**config.mk**
```make
export PLATFORM = sky130hd
export DESIGN_NAME = store_buffer
export DESIGN_NICKNAME = d
export VERILOG_FILES = /design/src/rtl/store_buffer_pkg.sv /design/src/rtl/sb_fwd_match.sv /design/src/rtl/store_buffer.sv
export SDC_FILE = /design/constraint.sdc
export NUM_CORES = 1
export LEC_CHECK = 0
export CORE_MARGIN = 1.5
export CORE_UTILIZATION = 55
export DETAILED_ROUTE_END_ITERATION = 12
export PLACE_DENSITY = 0.79
export SYNTH_ARGS = -nofsm -noshare
export SYNTH_HDL_FRONTEND = slang
export SYNTH_HIERARCHICAL = 1
export SYNTH_SLANG_ARGS = --single-unit
```
**constraint.sdc**
```tcl
create_clock -name clkIn -period 9.68 [get_ports clkIn]
set_clock_uncertainty 0.15 [all_clocks]
set_input_delay 0.968 -clock clkIn [delete_from_list [all_inputs] [get_ports clkIn]]
set_output_delay 0.968 -clock clkIn [all_outputs]
set_load 0.01 [all_outputs]
```
**src/rtl/store_buffer_pkg.sv**
```systemverilog
// Shared definitions for the store buffer.
// Holds the default geometry (entry count, address and data widths), the
// pointer width derived from the default depth, and the buffered entry
// record {valid, addr, data}. The entry record is sized by the package widths.
package store_buffer_pkg;

    localparam int SB_DEPTH = 4;
    localparam int SB_AW    = 32;
    localparam int SB_DW    = 32;
    localparam int SB_PTR_W = $clog2(SB_DEPTH);

    typedef struct packed {
        logic             valid;
        logic [SB_AW-1:0] addr;
        logic [SB_DW-1:0] data;
    } sb_entry;

endpackage

```
**src/rtl/sb_fwd_match.sv**
```systemverilog
// Store-to-load forwarding match.
// Compares a load address against every valid buffer entry and returns the
// data of the youngest matching entry. Age runs from the head (oldest)
// towards the tail, so a later match in head-relative order overrides an
// earlier one.
// Ports:
//   entries_i  buffer storage (all DEPTH slots)
//   head_i     index of the oldest entry
//   addr_i     load address to compare
//   hit_o      any valid entry matched
//   data_o     data of the youngest matching entry (zero when no hit)
module sb_fwd_match
    import store_buffer_pkg::*;
#(
    parameter int DEPTH = SB_DEPTH,
    parameter int PW    = SB_PTR_W
) (
    input  sb_entry          entries_i [DEPTH],
    input  logic [PW-1:0]    head_i,
    input  logic [SB_AW-1:0] addr_i,
    output logic             hit_o,
    output logic [SB_DW-1:0] data_o
);

    logic [PW-1:0] idx_s;

    // Walk oldest to youngest so the youngest match is the one left standing
    always_comb begin
        hit_o  = 1'b0;
        data_o = '0;
        idx_s  = '0;
        for (int k = 0; k < DEPTH; k++) begin
            idx_s = head_i + PW'(k);
            if (entries_i[idx_s].valid && (entries_i[idx_s].addr == addr_i)) begin
                hit_o  = 1'b1;
                data_o = entries_i[idx_s].data;
            end else begin
                hit_o  = hit_o;
                data_o = data_o;
            end
        end
    end

endmodule

```
**src/rtl/store_buffer.sv**
```systemverilog
// Store buffer between the pipeline and a single-port data memory.
// Stores are queued in a circular FIFO and drained to memory one per cycle
// whenever the port is not claimed by a load. Loads are served by memory
// unless a buffered store to the same word exists, in which case the
// youngest buffered data is forwarded.
// Ports:
//   clkIn, resetIn          clock, synchronous active-high reset
//   StoreIn, LoadIn         pipeline requests; AddrIn/DataIn their operands
//   StallOut                request refused (buffer full), re-present later
//   LoadDataOut, LoadHitOut load result and forwarded flag
//   EmptyOut                no pending stores
//   MemAddrOut, MemDataOut, MemWriteOut, MemReadOut, MemDataIn  memory port
module store_buffer
    import store_buffer_pkg::*;
#(
    parameter int DEPTH = SB_DEPTH,
    parameter int AW    = SB_AW,
    parameter int DW    = SB_DW
) (
    input  logic          clkIn,
    input  logic          resetIn,
    input  logic          StoreIn,
    input  logic          LoadIn,
    input  logic [AW-1:0] AddrIn,
    input  logic [DW-1:0] DataIn,
    output logic          StallOut,
    output logic [DW-1:0] LoadDataOut,
    output logic          LoadHitOut,
    output logic          EmptyOut,
    output logic [AW-1:0] MemAddrOut,
    output logic [DW-1:0] MemDataOut,
    output logic          MemWriteOut,
    output logic          MemReadOut,
    input  logic [DW-1:0] MemDataIn
);

    localparam int PW = $clog2(DEPTH);
    localparam int CW = PW + 1;

    sb_entry       entry_q [DEPTH];
    sb_entry       entry_d [DEPTH];
    logic [PW-1:0] head_q, head_d;
    logic [PW-1:0] tail_q, tail_d;
    logic [CW-1:0] count_q, count_d;

    logic          full_s;
    logic          store_acc_s;
    logic          port_load_s;
    logic          load_fwd_s;
    logic          drain_s;
    logic          fwd_hit_s;
    logic [DW-1:0] fwd_data_s;

    // Request qualification and memory-port arbitration.
    // A raised LoadIn claims the port even alongside a store (the load itself
    // is ignored then), so stores can accumulate while the pipeline loads.
    // When full every request stalls and the port drains, so loads cannot
    // starve the buffer.
    always_comb begin
        full_s      = (count_q == CW'(DEPTH));
        StallOut    = full_s & (StoreIn | LoadIn);
        store_acc_s = StoreIn & ~full_s;
        port_load_s = LoadIn & ~full_s;
        load_fwd_s  = port_load_s & ~StoreIn;
        drain_s     = ~port_load_s & (count_q != '0);
        EmptyOut    = (count_q == '0);
    end

    sb_fwd_match #(
        .DEPTH (DEPTH),
        .PW    (PW)
    ) u_fwd (
        .entries_i (entry_q),
        .head_i    (head_q),
        .addr_i    (AddrIn),
        .hit_o     (fwd_hit_s),
        .data_o    (fwd_data_s)
    );

    // Memory port drive: load slot, head drain, or idle zeros
    always_comb begin
        MemAddrOut  = '0;
        MemDataOut  = '0;
        MemWriteOut = 1'b0;
        MemReadOut  = 1'b0;
        if (port_load_s) begin
            MemReadOut = 1'b1;
            MemAddrOut = AddrIn;
        end else if (drain_s) begin
            MemWriteOut = 1'b1;
            MemAddrOut  = entry_q[head_q].addr;
            MemDataOut  = entry_q[head_q].data;
        end else begin
            MemReadOut  = 1'b0;
            MemWriteOut = 1'b0;
        end
    end

    // Load result: forwarded buffer data on a hit, memory data otherwise.
    // The entry accepted this cycle is not yet valid, so it cannot match.
    always_comb begin
        LoadHitOut  = load_fwd_s & fwd_hit_s;
        LoadDataOut = MemDataIn;
        if (LoadHitOut) begin
            LoadDataOut = fwd_data_s;
        end else begin
            LoadDataOut = MemDataIn;
        end
    end

    // Next-state for pointers, occupancy and entry storage
    always_comb begin
        head_d  = head_q;
        tail_d  = tail_q;
        count_d = count_q;
        entry_d = entry_q;
        if (drain_s) begin
            head_d                 = head_q + PW'(1);
            entry_d[head_q].valid  = 1'b0;
        end else begin
            head_d = head_q;
        end
        if (store_acc_s) begin
            tail_d          = tail_q + PW'(1);
            entry_d[tail_q] = '{valid: 1'b1, addr: AddrIn, data: DataIn};
        end else begin
            tail_d = tail_q;
        end
        case ({store_acc_s, drain_s})
            2'b10:   count_d = count_q + CW'(1);
            2'b01:   count_d = count_q - CW'(1);
            default: count_d = count_q;
        endcase
    end

    // State registers; reset discards every pending store
    always_ff @(posedge clkIn) begin
        if (resetIn) begin
            head_q  <= '0;
            tail_q  <= '0;
            count_q <= '0;
            for (int i = 0; i < DEPTH; i++) begin
                entry_q[i] <= '0;
            end
        end else begin
            head_q  <= head_d;
            tail_q  <= tail_d;
            count_q <= count_d;
            entry_q <= entry_d;
        end
    end

endmodule

```
### Word-level counts from Yosys, hierarchy flattened

Index checks and enable logic that the tools add are counted.

* add/subtract/negate cells: 6
* order comparisons: 7
* equality and inequality tests: 7
* multiplexer cells: 37
* bitwise logic cells: 15
* reduce and logical (&&, ||, !) cells: 9

Operator list (number)
* 65-bit two-way mux: 10
* 65-bit binary-select mux with 2-bit select: 4
* 260-bit bitwise mux: 2
* 260-bit two-way mux: 2
* 32-bit two-way mux: 9
* 65-bit demux with 2-bit select: 2
* 32-bit == test: 4
* 3-bit >= comparator, second input constant: 5
* 2-bit NOT with 3-bit output: 5
* 1-bit two-way mux: 7
* 1-bit AND: 6
* 1-bit logical AND: 6
* 3-bit by 1-bit less-than comparator with 1-bit output, second input constant: 2
* 3-bit one-hot mux with 2 select lines: 1
* 2-bit by 1-bit adder with 2-bit output, second input constant: 2
* 2-bit adder, second input constant: 2
* 3-bit by 1-bit adder with 3-bit output, second input constant: 1
* 3-bit == test, second input constant: 1
* 3-bit logical NOT: 1
* 1-bit NOT: 3
* 3-bit nonzero test: 1
* 3-bit by 1-bit subtractor with 3-bit output, second input constant: 1
* 2-bit by 1-bit == test with 1-bit output, second input constant: 1
* 2-bit == test, second input constant: 1
* other kinds (2): 2

* register bits: 267
* bits of input ports: 100
* output and inout port bits: 101
* logic and storage cells: 96

### Depth between registers and ports, before layout

Gate-level depths: netlist of the first run.

* word-level depth: 12
* gate-level depth with buffers: 19
* gate-level depth less buffers: 10

### Cells and area by module

The synthesis of the first run kept the hierarchy.

By module, submodules not included
* store_buffer: instances 1, cells each 1171, area each 13437.9 sq um, seq. area each 5345.1 sq um
* sb_fwd_match: instances 1, cells each 1133, area each 9252.6 sq um, seq. area each 0.0 sq um

### Worst setup path after synthesis of the first run

No wires, ideal clock.

* path type: input to output
* from: input port AddrIn[27]
* to: output port LoadDataOut[0]
* arrival time: 3743 ps
* data required time: 8562 ps
* path slack: 4819 ps
* stages: 13
* buffers on the path: 5
* path through: clkbuf_1 -> o22a_1 -> nor2_1 -> or4_1 -> a2111oi_1 -> nand4_2 -> buf_2 -> buf_6 -> buf_4 -> nand4_1 -> nand4b_2 -> buf_4 -> mux2_2

* cells in the longest elaborated chain, start to end: 8
* elaborated cells on any way between the ends: 18
* those cells by class: eq/ne (4); mux (9); bitwise (1); reduce/logical (4)

Ends and longest elaborated chain
* from (decl): RTL line store_buffer.sv:24 `input logic [AW-1:0] AddrIn,`
* 32-bit == test: RTL line sb_fwd_match.sv:34 `if (entries_i[idx_s].valid && (entries_i[idx_s].addr == addr_i)) begin`
* 1-bit logical AND: RTL line sb_fwd_match.sv:34
* 1-bit two-way mux (3 in series): RTL line sb_fwd_match.sv:34
* 1-bit two-way mux (*): RTL line sb_fwd_match.sv:34
* named net fwd_hit_s: RTL line store_buffer.sv:51 `logic fwd_hit_s;`
* 1-bit AND (*): RTL line store_buffer.sv:102 `LoadHitOut = load_fwd_s & fwd_hit_s;`
* 32-bit two-way mux (*): RTL line store_buffer.sv:104 `if (LoadHitOut) begin`
* to (decl): RTL line store_buffer.sv:27 `output logic [DW-1:0] LoadDataOut,`

Mark *: on every way through the listed nets, which the timed path passes. The rest lies on a longest branch.

### Worst setup path after layout of the first run

* from: register head_q[1]
* to: output port LoadDataOut[1]

* elaborated cells on any way between the ends: 37
* those cells by class: add/sub (3); eq/ne (4); mux (21); bitwise (5); reduce/logical (4)

RTL lines
* from (decl): RTL line store_buffer.sv:42 `logic [PW-1:0] head_q, head_d;`
* from (signal assigned): RTL line store_buffer.sv:139 `head_q <= '0;`
* from (signal assigned): RTL line store_buffer.sv:146 `head_q <= head_d;`
* 2-bit by 1-bit adder with 2-bit output / 2-bit NOT with 3-bit output (equally long branches): RTL line sb_fwd_match.sv:33, sb_fwd_match.sv:34, sb_fwd_match.sv:36
* 2-bit NOT with 3-bit output (not written as such) / 65-bit binary-select mux with 2-bit select (equally long branches): RTL line sb_fwd_match.sv:34, sb_fwd_match.sv:36
* 65-bit binary-select mux with 2-bit select / 65-bit two-way mux (equally long branches): RTL line sb_fwd_match.sv:34, sb_fwd_match.sv:36
* 65-bit two-way mux (not written as such): RTL line sb_fwd_match.sv:34
* 65-bit two-way mux (not written as such) / 32-bit == test (equally long branches): RTL line sb_fwd_match.sv:36, sb_fwd_match.sv:34
* 32-bit == test / 1-bit logical AND (equally long branches): RTL line sb_fwd_match.sv:34
* 1-bit logical AND / 32-bit two-way mux (equally long branches): RTL line sb_fwd_match.sv:34
* 32-bit two-way mux (2 in series): RTL line sb_fwd_match.sv:34
* 32-bit two-way mux (*): RTL line sb_fwd_match.sv:34
* named net fwd_data_s[1]: RTL line store_buffer.sv:52 `logic [DW-1:0] fwd_data_s;`
* 32-bit two-way mux (*): RTL line store_buffer.sv:104

Mark *: on every way through the listed nets, which the timed path passes. The rest lies on a longest branch. The select of a mux whose other input is x is not followed.

==> results of run 1 <==
[sequential cells by signal, summed over array words and instances, names as in the netlist]
register and cells:
tail_q 2, entry_q 260, head_q 2, count_q 3
[worst min-delay path: cells and delay by family (launching register included)]
kind             cells  cell delay, ns
muxes                1            0.06
and+or+nand+nor      1            0.07
DFF                  1            0.33
[per-layer routing]
layer | up-vias | GRT usage [%] | share of wire, %
li1 | 8486 | - | -
met1 | 9162 | 41.5 | 42
met2 | 688 | 52.3 | 48
met3 | 124 | 4.08 | 6.2
met4 | 2 | 10.5 | 3.2
met5 | - | 0 | 0.025
[final cells by class]
type / instances / area, um^2 / area share [%]
clock buffers: 35 / 800 / 3.17
clock inverters: 19 / 248 / 0.984
inverters: 20 / 76.3 / 0.303
multi-input cells: 1790 / 15800 / 62.8
flip-flops and latches: 267 / 5350 / 21.3
well taps: 532 / 666 / 2.64
repair buffers: 226 / 2220 / 8.83
[synth_stat cells, types with 6 or more instances]
cell type / instances
o31ai_1: 36
nor4_1: 16
buf_2: 47
buf_12: 18
clkbuf_1: 105
dfxtp_1: 267
nor2_1: 58
buf_4: 19
or3_1: 35
o21ai_0: 27
buf_1: 8
mux2_2: 71
mux4_2: 111
and2_1: 35
nand2_1: 86
inv_1: 18
nor3_1: 12
buf_6: 30
o211a_1: 31
mux2i_1: 506
o22ai_1: 7
nand3_1: 46
a211oi_1: 10
ha_1: 9
xor2_1: 37
nand2b_1: 327
nand4_1: 11
a211o_1: 31
xnor2_1: 80
or4b_1: 31
nor2b_1: 6
a21oi_1: 33
a22o_1: 33
and3_1: 36
[cells by family after synthesis]
kind of cell,Yosys count
buffers and inverters,247
AOI/OAI and AO/OA,254
muxes,695
and+or+nand+nor,714
xor gates and xnor gates,117
DFF,267
adders and majority gates,10
[per-stage QoR]
stage / power, W / cells / worst slack [ns]
after CTS: 0.00465 / 2889 / 2.04
after global placement: 0.00338 / 2835 / 2.80
final: 0.00465 / 2889 / 2.04
after global routing: 0.00487 / 2889 / 1.79
after floorplan: 0.00291 / 2304 / 4.82
after detailed placement: 0.00343 / 2835 / 2.70
[path summary, 6_finish.rpt]
check	from	endpoint	slack [ns]
hold / removal	entry_q[145]	entry_q[145]	0.35
setup / recovery	head_q[1]	LoadDataOut[1]	2.04
hold reg to reg	entry_q[145]	entry_q[145]	0.35
setup reg to reg	count_q[0]	entry_q[45]	6.64
[placed cells by master (no fill, tap or decap), types with 33 or more instances in the layout]
| cell | n |
|---|---|
| mux2i_1 | 506 |
| nand2b_1 | 327 |
| dfxtp_1 | 265 |
| clkdlybuf4s50_1 | 199 |
| mux4_2 | 111 |
| nand2_1 | 86 |
| xnor2_1 | 80 |
| mux2_2 | 71 |
| nor2_1 | 58 |
| nand3_1 | 45 |
| xor2_1 | 37 |
| and3_1 | 36 |
| o31ai_1 | 36 |
| and2_1 | 35 |
| or3_1 | 35 |
| a22o_1 | 33 |
| a21oi_1 | 33 |
[power by group]
part	leakage [nW]	internal, W	switching, W
logic	7.65	0.000947	0.00115
registers	2.17	0.00119	0.000145
clock network	0.499	0.000703	0.000515
total	10.3	0.00284	0.00181
==> results.toml, run 1 <==
[setup_path]
path_class = "reg2out"
cp.required_ns = 8.56
slowest_delay_ns = 0.91
crit_top_cell = "buf_4"
worstPathArrival_ns = 6.52
cp-end-kind = "primary output"
path_depth = 14
critPathLaunchType = "flip-flop"
critPathMaxFanout = 65
crit_chain = "buf_12 > mux4_2 > xor2_1 > nor3_1 > o21ai_1 > a2111oi_4 > nand4_4 > buf_4 > nand2_1 > a21oi_2 > buf_4 > a211o_1 > mux2_2 > clkdlybuf4s50_1"
worst-path-buf-inv = 4
slowest_stage = "dfxtp_4"
crit_family = "buffers and inverters"
rr_worst_depth = 4

[floorplan]
fp.coreArea_mm2 = 0.0407
dieWidth_um = 206
num_io_pins = 201
start_util_pct = 55.7
num_rows = 74
fp.dieArea_mm2 = 0.0425
die_y_um = 206

[layout]
syn_to_final_growth_pct = 11.0
final_cell_area_mm2 = 0.0252
nFillCells = 3428
drive_gt1_share_pct = 12.1
antennaDiodeCount = 0
nNetsFinal = 2445
fin_util_pct = 61.8

[clocking]
clk_path_buf_depth = 3
htreeDepth = 1
cts.clk_slew.worst_paths_ns = 0.07
ctsRootBufferMaster = "clkbuf_16"
cts_tree = "built"
cts_setup_buffers = 0
cts_resized = 0
cts_hold_buf = 0
cts.sinks = 267
cts_made_buffers = 30
clock_latency_ns = 0.60

[global_routing]
antenna_found_initial = 1
grt_pass1_vias = 18100
grt_util_all_layers_pct = 31.2
overflow = 0
grt_max_degree = 196
grt_pass1_wl_mm = 104

[synth]
ys_types = 72
yosys.area.top_type = "dfxtp_1"
syn_avg_cell_area_um2 = 9.85
synth_top_family_by_area = "multiplexers"
yosys-top-cells-area = "dfxtp_1, mux2i_1, mux4_2"
syn_nets = 2414
yosysSeqAreaShare_pct = 23.6
ys_seq_elements = 267
yosysWarnings = 6
synth_area_mm2 = 0.0227
yosys.area_share.simple_pct = 18.5
muxShareOfSynthArea_pct = 37.3
synth_xor_xnor_area_share_pct = 4.52
synth_flop_cell = "dfxtp_1"
synth_fa_ha_area_share_pct = 0.585
synth_compound_area_share_pct = 8.57
synthCells = 2304
synth_top_area_share_pct = 23.6
synth-edff-count = 0
synthArstFlopShare_pct = 0

[sta]
rsz0062_at_grt = "no"
finalCritPeriodShare_pct = 78.9
finalHoldViolCount = 0
max_freq_mhz = 131
fin_setup_tns_ns = 0
hold-worst-slack_ns = 0.355
fin_crit_ns = 7.64
tightest_slew_ns = 1.12
setup_viol = 0
slew_headroom_pct = 25.6
finalMaxSlewViolations = 0

[run]
maxCapViolations = 0

[routing]
antenna_left = 0
vias = 18500
drt_pass1_iterations = 7
viasPerCell = 6.39
dr.first_iter.drc_count = 1843
wl_mm = 67.1
drc = 0
wl_per_cell_um = 23.2

[power_and_ir_drop]
power_density_mw_per_mm2 = 185
p_leak_nw = 10.3
peakVddDrop_mv = 0.150

[place]
placed_cell_area_mm2 = 0.0241
io_buffers = 200
hpwlAfterDp_mm = 45.4
place.gp.congestion = 0.998

[worst_hold_path]
hold_depth = 2
hold_path_class = "reg2reg"

[run_status]
status = "completed"
(Power assumes the default switching activity.)
==> inputs of run 2 (changes only) <==
- clock period: 9.68 -> 7.7 ns (I/O delays scaled with it)
==> run 2 against run 1 <==
Sequential power rose by 27%; final cell count is 0.59% higher; count of clock-buffer cells in the layout rose by 9; register-to-register slack got worse by 2.0 ns; first-iteration DRC count fell by 18%; routed wire length up 0.96%; via count is 0.69% higher; largest cell class unchanged; largest power group unchanged; highest routed layer unchanged.
==> results.toml, run 2 (same netlist as run 1, synthesis figures left out) <==
[place]
hpwlAfterDp_mm = 45.3
io_buffers = 200
placed_cell_area_mm2 = 0.0242
place.gp.congestion = 1.04

[power_and_ir_drop]
pwr-share-seq_pct = 27.6
intPower_w = 0.00379
clock_power_share_pct = 28.8
combPwrFrac_pct = 43.6
swShare_pct = 37.9
peakVddDrop_mv = 0.164
power_density_mw_per_mm2 = 240
p_switching_w = 0.00232
p_leak_nw = 10.5

[sta]
hold-worst-slack_ns = 0.348
finalHoldViolCount = 0
slew_headroom_pct = 20.3
finalMaxSlewViolations = 0
fin_crit_ns = 7.37
fin_setup_tns_ns = 0
max_freq_mhz = 136
tightest_slew_ns = 1.20
rsz0062_at_grt = "no"
setup_viol = 0
finalCritPeriodShare_pct = 95.7

[floorplan]
num_rows = 74
fp.dieArea_mm2 = 0.0425
num_io_pins = 201
fp.coreArea_mm2 = 0.0407
die_y_um = 206
dieWidth_um = 206
start_util_pct = 55.7

[layout]
regMostFlops = "entry_q"
layout_common_cells = "mux2i_1, nand2b_1, dfxtp_1, clkdlybuf4s50_1, mux4_2"
final_cell_area_mm2 = 0.0254
reg.largest.list = "entry_q (260), count_q (3)"
nFillCells = 3319
seq_area_mm2 = 0.00535
drive_gt1_share_pct = 12.5
layout_commonest_cell = "mux2i_1"
syn_to_final_growth_pct = 12.1
nNetsFinal = 2458
multi_input_area_mm2 = 0.0158
largest_reg_flops = 260

[setup_path]
reg2reg_from = "count_q[0]"
r2r_slack_ns = 4.66
slowest_stage = "dfxtp_4"
cp.required_ns = 6.78
critPathMaxFanout = 66
crit_top_cell = "buf_4"
worstPathArrival_ns = 6.45
slowest_delay_ns = 0.99
r2r_end = "entry_q[29]"
critPathLaunchType = "flip-flop"
crit_family = "simple AND/OR/NAND/NOR gates"
rr_worst_depth = 4
worst-path-buf-inv = 4
path_class = "reg2out"
cp-end-kind = "primary output"
crit_chain = "buf_4 > buf_4 > mux2i_1 > mux2i_1 > xor2_1 > nor4_1 > nand4_1 > or4_4 > nand2_1 > a21oi_4 > buf_4 > a211o_1 > mux2_2 > clkdlybuf4s50_1"

[worst_hold_path]
hold_depth = 2
hp-start = "entry_q[152]"
hold_path_class = "reg2reg"
min_to = "entry_q[152]"

[routing]
dr.first_iter.drc_count = 1518
wl_mm = 67.7
vias = 18600
drc = 0
wl_per_cell_um = 23.3
viasPerCell = 6.40
antenna_left = 0
drt_pass1_iterations = 7

[clocking]
cts.sinks = 267
cts_tree = "built"
clk_path_buf_depth = 3
clock_latency_ns = 0.55
htreeDepth = 2
ctsRootBufferMaster = "clkbuf_16"
cts.clk_slew.worst_paths_ns = 0.06
cts_made_buffers = 34

[global_routing]
antenna_found_initial = 1
grt_pass1_vias = 18100
overflow = 0
grt_max_degree = 202
grt_util_all_layers_pct = 31.5
grt_pass1_wl_mm = 104

[run_status]
status = "completed"

[run]
maxCapViolations = 0
-- run 2: cell types whose count changed in the layout (fill, tap and decap cells not counted), sizes merged --
cell	change
buf	+9
bufinv	+3
clkbuf	+9
clkinv	-1
clkinvlp	-4
diode	+1
-- run 2: final cells by class --
type | count | share of cell area, %
well taps | 532 | 2.62
repair buffers | 235 | 9.01
multi-input cells | 1790 | 62.2
clock inverters | 17 | 1.15
diodes | 1 | 0.00984
clock buffers | 44 | 3.65
flip-flops and latches | 267 | 21.0
inverters | 20 | 0.300
-- run 2: how the worst max path moves through the flow --
stage	from	endpoint	slack, ns	cells after the start
floorplan	head_q[1]	LoadDataOut[0]	3.11	17
global placement	head_q[1]	LoadDataOut[2]	1.03	14
detailed placement	head_q[1]	LoadDataOut[2]	0.91	14
CTS	head_q[1]	LoadDataOut[2]	0.29	14
global route	head_q[1]	LoadDataOut[31]	0.08	14
finish	head_q[1]	LoadDataOut[2]	0.33	14
-- run 2: power groups by stage --
stage	Clock [W]	Combinational, W	Sequential (W)
5_1_grt	0.00183	0.00283	0.00171
6_report	0.00176	0.00266	0.00169
4_1_cts	0.00178	0.00264	0.00168
3_3_place_gp	0	0.00257	0.00170
3_5_place_dp	0	0.00262	0.00171
2_1_floorplan	0	0.00206	0.00160
-- run 2: what timing repair did --
| item | in CTS | in global routing |
|---|---|---|
| setup buffers | 0 | 0 |
| resized for setup | 0 | 1 |
| setup endpoints to repair | 0 | 16 |
| hold buffers | 0 | 0 |
-- run 2: tightest hold or removal path, stage by stage (launching register included) --
cell	delay, ns
dfxtp_1	0.33
nand2b_1	0.07
mux2i_1	0.06
-- run 2: layer usage --
metal / GRT usage [%] / wire (um)
met5: 0 / 17
met2: 51.1 / 32000
met1: 42.2 / 28700
met4: 12.2 / 2380
met3: 4.51 / 4630
-- run 2: per-stage QoR --
step	setup WS [ns]	total power [W]	std cells	util (%)
final	0.331	0.00611	2906	62.4
after global routing	0.0785	0.00636	2905	62.4
after CTS	0.293	0.00610	2905	62.4
after detailed placement	0.914	0.00433	2844	59.4
after global placement	1.03	0.00427	2844	59.4
after floorplan	3.11	0.00366	2304	-
==> RTL edit: new RTL, settings of run 2 <==
Make the reset (`resetIn`) asynchronous in one clocked block. Comments in the files are not updated.
--- a/src/rtl/store_buffer.sv
+++ b/src/rtl/store_buffer.sv
@@ -134,7 +134,7 @@
     end
 
     // State registers; reset discards every pending store
-    always_ff @(posedge clkIn) begin
+    always_ff @(posedge clkIn or posedge resetIn) begin
         if (resetIn) begin
             head_q  <= '0;
             tail_q  <= '0;
Check against the original RTL: not settled (the Yosys comparison gave no result); the edit may change what the design does.
==> RTL edit against run 2 <==
- synthesized cell count shrank 16%
- non-clock buffer count shrank 7
- synthesized area shrank 2.6%
- die area shrank 2.6%
- largest cell class unchanged
- sequential share of layout area grew 5.8 points
- sequential cell count is the same
- worst setup slack gained 0.077 ns
- cell area shrank 1.9%
- first-iteration DRC count shrank 6.5%
- critical endpoint is now LoadDataOut[15]
- register-to-register slack lost 0.18 ns
- critical path type unchanged
- routed wire length shrank 12%
Power is not compared: it rests on default switching activity, and its combinational part moved more than twofold at a synthesized area within 25%.
==> RTL edit: results (changes against run 2) <==
- Kind of cell adding the most delay to the critical path: buffers and inverters
- Bufs on Longest Clock Path: 3 (unchanged)
- DR pass1 iterations: 6 (-1)
- Req. time, crit path: 6.78 ns (about the same)
- Synth Area in XOR/XNOR: 4.76% (+0.24 points)
- Reg area: 0.00669 mm2 (+25%)
- Syn Nets: 2036 (-16%)
- Status: completed
- Main flop type after synthesis: dfrtp_1
- Root Driver: clkbuf_16
- Adder and majority gate portion of the synthesized area: 0.600% (+0.016 points)
- Met3 WL: 4.17 mm (-9.9%)
- Clk Latency, worst-skew pair: 0.60 ns (+0.05 ns)
- Internal: 6.73 mW
- Distinct cells, synth: 72 (unchanged)
- DR top layer: met5
- Seq/Total Area, Yosys: 30.2% (+6.7 points)
- Wire length on met2: 28.8 mm (-9.9%)
- Worst-Margin Slew: 1.31 ns (+0.116 ns)
- Share of cells above drive strength 1: 21.7% (+9.2 points)
- H-tree depth: 1 (-1)
- Largest incremental delay on the critical path: 1.11 ns (+0.12 ns)
- Commonest cells post-synth: dfrtp_1, mux2i_1, mux2_2
- First-pass GRT wire length: 94.5 mm (-9.4%)
- Post-CTS setup buffer count: 0 (unchanged)
- Initial antenna violation count: 3 (+2)
- IO buf count: 200 (unchanged)
- CP Max Fanout: 96 (+45%)
- Final wirelength: 59.8 mm (-12%)
- Largest regs: entry_q x260, count_q x3
- Dpl hpwl: 38.7 mm (-14%)
- Overall Global Routing Usage: 28.6% (-2.8 points)
- Gpl congestion: 1.02 (-2.5%)
- Reg with most FFs: entry_q
- Top area cells in the synthesized netlist: dfrtp_1, mux2i_1, mux4_2
- Slowest cell on crit path: dfrtp_4
- Final setup violation count: 0 (unchanged)
- Pre-CTS setup slack: 1.07 ns (+0.158 ns)
- Clk pin slew, worst setup/hold paths: 0.06 ns (about the same)
- Pin count of the biggest net entering global routing: 193 (-4.5%)
- DR iter-0 viols: 1419 (-6.5%)
- TritonCTS Buffers: 31 (-8.8%)
- Max VDD drop: 0.403 mV
- Worst hold path type: primary input to async pin
- YS warnings: 6 (unchanged)
- Number of global-route vias before repair: 16700 (-8.1%)
- Routed length on met1: 24.9 mm (-13%)
- Via-to-Cell Ratio: 6.59 (+3.0%)
- Compound-Gate Fraction of Synth Area: 8.51% (-0.063 points)
- Placed Area: 0.0239 mm2 (-1.3%)
- LEAKAGE: 10.8 nW
- Post-CTS resize count: 0 (unchanged)
- Nets@finish: 2111 (-14%)
- # fillers: 3093 (-6.8%)
- Mux share of post-synthesis cell area: 40.4% (+3.1 points)
- Asr flop ratio synth: 100% (+100 points)
## RTL edit: changes by cell type after synthesis, sizes merged, moves of 4 or more
| cell | delta |
|---|---|
| and2 | +32 |
| nor2 | -4 |
| dfxtp | -267 |
| o31ai | -4 |
| and3 | -34 |
| a21oi | -10 |
| mux2 | +258 |
| clkbuf | -43 |
| dfrtp | +267 |
| a21boi | +4 |
| nand3 | -4 |
| nand2b | -320 |
| mux2i | -255 |
## RTL edit: power groups by stage
| stage | Combinational (mW) | Clock, mW | Sequential, mW |
|---|---|---|---|
| CTS | 7.10 | 1.53 | 3.06 |
| floorplan | 5.57 | 0 | 2.68 |
| global placement | 6.87 | 0 | 2.99 |
| detailed placement | 7.04 | 0 | 3.08 |
| global route | 7.62 | 1.58 | 3.21 |
| finish | 7.15 | 1.50 | 3.08 |
## RTL edit: layer usage
metal  up-vias  track usage, %
met5         -               0
met4         4            9.02
met3       120            4.71
met2       671            47.3
met1      8575            38.6
li1       7440               -
## RTL edit: worst paths after layout
check,startpoint,cells past startpoint,to,slack (ns)
worst max-delay path,head_q[1],13,LoadDataOut[15],0.41
max in group asynchronous,resetIn,3,head_q[0],5.83
worst min-delay path,resetIn,2,entry_q[26],0.28
worst max register to register,head_q[1],5,head_q[1],4.48
worst min register to register,count_q[2],1,count_q[2],0.34
min in group clkIn,count_q[2],1,count_q[2],0.34
## RTL edit: cell type report
cell class	instances	share of cell area [%]
diodes	1	0.0100
clock buffers	47	3.79
clock inverters	10	0.371
inverters	19	0.306
multi-input cells	1454	56.9
flip-flops and latches	267	26.8
well taps	525	2.63
repair buffers	228	9.17
## RTL edit: stage by stage
step	power, mW	std cells
global placement	9.87	2493
global route	12.4	2551
finish	11.7	2551
detailed placement	10.1	2493
floorplan	8.25	1926
CTS	11.7	2550
